File: config.mk
export PLATFORM = sky130hd
export DESIGN_NAME = prio_event_encoder
export DESIGN_NICKNAME = d
export VERILOG_FILES = /design/src/rtl/prio_event_encoder.sv
export SDC_FILE = /design/constraint.sdc
export NUM_CORES = 1
export LEC_CHECK = 0
export ABC_CLOCK_PERIOD_IN_PS = 3000
export BUFFER_PORTS_ARGS = -buffer_cell sky130_fd_sc_hd__buf_2
export CAP_MARGIN = 20
export CORE_UTILIZATION = 40
export DETAILED_ROUTE_END_ITERATION = 12
export PLACE_DENSITY = 0.65
export SLEW_MARGIN = 0
export SYNTH_ARGS = -nofsm -noshare
export SYNTH_HDL_FRONTEND = slang
export SYNTH_SLANG_ARGS = --single-unit
File: constraint.sdc
create_clock -name clk -period 3 [get_ports clk]
set_input_delay 0 -clock clk [delete_from_list [all_inputs] [get_ports clk]]
set_output_delay 0 -clock clk [all_outputs]
set_load 0.03 [all_outputs]
File: src/rtl/prio_event_encoder.sv
// rtl/prio_event_encoder.sv - registered N-line priority event encoder with valid/ready output
// Define PENC_ROUND_ROBIN_EN for rotating-pointer selection; fixed priority (index 0 highest) otherwise.
module prio_event_encoder #(
    parameter int N = 8
) (
    input  logic                    clk,
    input  logic                    rst_n,
    input  logic [N-1:0]            req_in,
    input  logic                    clr,
    output logic                    out_valid,
    input  logic                    out_ready,
    output logic [$clog2(N)-1:0]    out_idx,
    output logic                    out_multi,
    output logic [N-1:0]            pending,
    output logic                    overflow
);

    localparam int IDX_W = $clog2(N);
    localparam logic [N-1:0] ONE_N = {{(N-1){1'b0}}, 1'b1};

    logic [N-1:0]     cand;
    logic             load;
    logic [IDX_W-1:0] sel_idx;
    logic [N-1:0]     sel_oh;
    logic             multi;
    logic [N-1:0]     pending_nxt;
    logic             overflow_nxt;

    // Requests bypass the pending register so an idle block issues in one cycle.
    assign cand  = pending | req_in;
    assign load  = (|cand) && (!out_valid || out_ready) && !clr;
    assign multi = |(cand & (cand - ONE_N));

`ifdef PENC_ROUND_ROBIN_EN
    logic [IDX_W-1:0] ptr;

    // Scan downward so the first set bit at or above ptr (with wrap) wins.
    always_comb begin
        sel_idx = '0;
        for (int k = N - 1; k >= 0; k--) begin
            int pos;
            pos = int'(ptr) + k;
            if (pos >= N) pos = pos - N;
            if (cand[pos]) sel_idx = IDX_W'(pos);
        end
    end

    always_ff @(posedge clk or negedge rst_n) begin
        if (!rst_n) begin
            ptr <= '0;
        end else if (load) begin
            ptr <= (sel_idx == IDX_W'(N - 1)) ? '0 : sel_idx + 1'b1;
        end
    end
`else
    always_comb begin
        sel_idx = '0;
        for (int i = N - 1; i >= 0; i--) begin
            if (cand[i]) sel_idx = IDX_W'(i);
        end
    end
`endif

    assign sel_oh = load ? (ONE_N << sel_idx) : '0;

    // A line that is pending, re-requested and issued in the same cycle keeps the new event.
    assign pending_nxt  = ((pending | req_in) & ~sel_oh) | (pending & req_in & sel_oh);
    assign overflow_nxt = overflow | (|(req_in & pending & ~sel_oh));

    always_ff @(posedge clk or negedge rst_n) begin
        if (!rst_n) begin
            out_valid <= 1'b0;
            out_idx   <= '0;
            out_multi <= 1'b0;
            pending   <= '0;
            overflow  <= 1'b0;
        end else begin
            if (load) begin
                out_valid <= 1'b1;
                out_idx   <= sel_idx;
                out_multi <= multi;
            end else if (out_ready) begin
                out_valid <= 1'b0;
            end
            if (clr) begin
                pending  <= '0;
                overflow <= 1'b0;
            end else begin
                pending  <= pending_nxt;
                overflow <= overflow_nxt;
            end
        end
    end

endmodule

==> impl_summary.log <==
INFO  metric avgSynthCellArea = between 8 and 9 um^2
INFO  metric drc = 0
INFO  metric htree_num_levels = 1
INFO  metric via_count_of_the_first_global_routing_pass = between 800 and 900
INFO  metric timing.hold.worst.class = in2reg
INFO  metric total_leakage_power = 0.475 nW
INFO  metric worstSkewPairLatency = 280 ps
INFO  metric total_power = 0.000468 W
INFO  metric ys.flop_type = sky130_fd_sc_hd__dfrtp_1
INFO  metric post_synthesis_instance_area = between 800 and 900 um^2
INFO  metric mostFrequentLayoutCell = sky130_fd_sc_hd__buf_2
INFO  metric clock.fmax = 530 MHz
INFO  metric path_class = reg2reg
INFO  metric drive_gt1_share = roughly 28%
INFO  metric grt_max_degree = 15
INFO  metric finalMaxSlewViolations = 0
INFO  metric final_area = ~1100 um^2
INFO  metric setup.worst_path.end_class = flip-flop
INFO  metric ioPinCount = 26
INFO  metric final.setup.tns = 0 ps
INFO  metric timing.critical_path.required = ~3200 ps
INFO  metric status = finished, final reports clean
INFO  metric period_minus_slack = about 1900 ps
INFO  metric timing_worst_slew_pin_value = 585 ps
INFO  metric final_setup_violation_count = 0
INFO  metric route.final.wire_length = 2.10 mm
INFO  metric finish.net_count = between 100 and 150
INFO  metric hpwl_reported_at_the_end_of_detailed_placement = between 1.5 and 2 mm
INFO  metric setup_repair_after_global_routing_missed_its_margin = false
INFO  metric drt-vias-per-instance = between 5 and 6
INFO  metric insertedDiodeCount = 0
INFO  metric cts_root_buf = sky130_fd_sc_hd__clkbuf_4
INFO  metric yosys.area.top_type = sky130_fd_sc_hd__dfrtp_1
INFO  metric worst_path_largest_cell_delay = between 400 and 500 ps
INFO  metric detail_route.first_pass.iterations = 4
INFO  metric fin_crit_sh = between 60% and 70%
INFO  metric cts_made_buffers = 3
INFO  metric tritoncts = yes
INFO  metric critical-path-slowest-cell = sky130_fd_sc_hd__dfrtp_1
INFO  metric cell_type_with_the_highest_occurrence_count_on_the_critical_path = sky130_fd_sc_hd__nand3_1
INFO  metric timing.slew.headroom = approximately three fifths
INFO  metric start_util = a little over two fifths
INFO  metric start_kind = flip-flop
INFO  metric synth_top_cells_by_area = sky130_fd_sc_hd__dfrtp_1 40%, sky130_fd_sc_hd__a21oi_1 6.8%, sky130_fd_sc_hd__nand2_1 6.8%
INFO  metric worst-endpoint-arrival = 2060 ps
INFO  metric synth_cell_type_count = 32
INFO  metric global_route_wire_length_before_repair = approximately 3.5 mm
INFO  metric crit_fanout = 6
INFO  metric p_per_area = between 400 and 500 nW/um^2
INFO  metric final.hold.worst_slack = 13.6 ps
INFO  metric cts_sinks = 14
INFO  metric yosysTopAreaCellShare = 39.6%
INFO  metric fin_skew = 2.31 ps
INFO  metric core_area = between 2000 and 2500 um^2
INFO  metric p_switching = about 0.00017 W
INFO  metric antenna_found_initial = 0
INFO  metric ys_ff_latch = 14
INFO  metric gpl.final_weighted_congestion = approximately 0.84
INFO  metric yosys_warnings = 0
INFO  metric floorplan.rows = 16
INFO  metric place.port_buffers = 25
INFO  metric hold_viol = 0
INFO  metric internal-power = between 0.0002 and 0.0003 W
INFO  metric route.antenna.remaining_nets = 0
INFO  metric globalRouteOverflowTotal = 0
INFO  metric seq_power_share = between 40% and 50%
INFO  metric ir_drop = 0.244 mV
INFO  metric synth_enable_flop_cells = 0
INFO  metric number_of_instances_in_the_synthesized_netlist = between 100 and 150
INFO  metric pre_cts_slack = 1140 ps
INFO  metric grt_util_all_layers = a little under a fifth
INFO  metric place_area = roughly 1000 um^2
INFO  metric cap_viol_max_count = 0
INFO  metric postSynthNetCount = 116
INFO  metric die-height = approximately 49 um
INFO  metric swShare = between 30 and 40%
INFO  metric power.share.combinational = 29.8%
INFO  metric cts.path.max_buffers = 2
INFO  metric worst_slack = 1110 ps
INFO  metric detail_route.wl_per_cell = 13.1 um
INFO  metric commonest_non_fill_non_tap_cells_in_the_layout = 25 x sky130_fd_sc_hd__buf_2, 16 x sky130_fd_sc_hd__nand2_1, 14 x sky130_fd_sc_hd__dfrtp_1, 12 x sky130_fd_sc_hd__a21oi_1
INFO  metric postSynth.asyncResetShare = between 90% and 100%
INFO  metric synth_seq_area_share = 39.6%
INFO  metric cts.reportedPaths.clkPinSlew = about 80 ps
INFO  metric vias = ~900
INFO  metric timing.critical_path.cells = nor4_4 > nand3_1 > nor4_2 > nand3_1 > o21ai_1 > a21oi_1
INFO  metric drc_violation_total_after_the_first_tritonroute_iteration = 15
INFO  metric design.die.area = approximately 2400 um^2
INFO  metric clock_power_share = 22.4%
INFO  metric die_width = slightly below 50 um
INFO  metric area_growth = 21.9%
INFO  metric cts_resized = 0
power by group through the flow:
stage	registers, W	logic, W	clock network [W]
after CTS	0.000224	0.000140	0.000108
after global routing	0.000227	0.000152	0.000116
final	0.000224	0.000139	0.000105
after global placement	0.000227	0.000138	0
after floorplan	0.000261	0.0000557	0
after detailed placement	0.000228	0.000138	0
synthesized netlist by cell type (all sizes together), types with 2 or more instances:
cell type	instances
nor4	6
maj3	3
nor2	12
a21oi	12
nand3	4
and2	3
a31oi	3
a22oi	2
o21ai	12
and3	2
dfrtp	14
nand2	17
o31ai	3
state kept, by name (all words and copies together), names as in the netlist:
register and count:
out_idx 3, out_multi 1, out_valid 1, overflow 1, pending 8
path summary, 6_finish.rpt:
check / startpoint / to / slack (ps) / depth (start not counted)
setup reg to reg: pending[1] / pending[7] / 1110 / 6
setup / recovery: pending[1] / pending[7] / 1110 / 6
max in group asynchronous: rst_n / pending[6] / 2610 / 2
min in group asynchronous: rst_n / pending[1] / 140 / 2
hold / removal: clr / pending[7] / 10 / 2
hold reg to reg: out_multi / out_multi / 470 / 2
final cells by class:
| class | instances | area (um^2) |
|---|---|---|
| tap | 27 | 33.8 |
| sequential | 14 | 350 |
| multi-input combinational | 88 | 523 |
| inverter | 1 | 3.75 |
| fill | 206 | 943 |
| timing repair buffer | 27 | 145 |
| clock buffer | 3 | 22.5 |
critical path, delay by kind of cell (launching register included):
family / cells / cell delay, ps
AND/OR/NAND/NOR: 4 / 1090
AO/OA/AOI/OAI: 2 / 220
flip-flops: 1 / 460
stage by stage:
stage | std cells | utilization, %
final | 160 | 53.3
after global routing | 160 | 53.3
after CTS | 160 | 53.3
after detailed placement | 155 | 51.2
after global placement | 155 | 51.2
after floorplan | 104 | -
routing by layer:
layer	up-vias	global-route usage (%)	share of wire (%)	wire, um
met5	-	0	0	0
met4	0	7.35	1.8	38
met3	5	2.80	3.7	77
met2	22	32.9	47	990
met1	426	23.9	47	995
li1	450	-	-	-
cell families after synthesis:
family / count (synthesis) / synth area share, %
adders and majority gates: 3 / 3.54
and+or+nand+nor: 47 / 30.3
DFF: 14 / 39.6
buffers and inverters: 2 / 1.27
AOI/OAI and AO/OA: 38 / 25.3
what timing repair did:
item | CTS | global route
buffers inserted | 0 | 0
hold endpoints to repair | 15 | 0
hold buffers | 2 | 0
No activity file was read; power rests on OpenSTA's default activity.
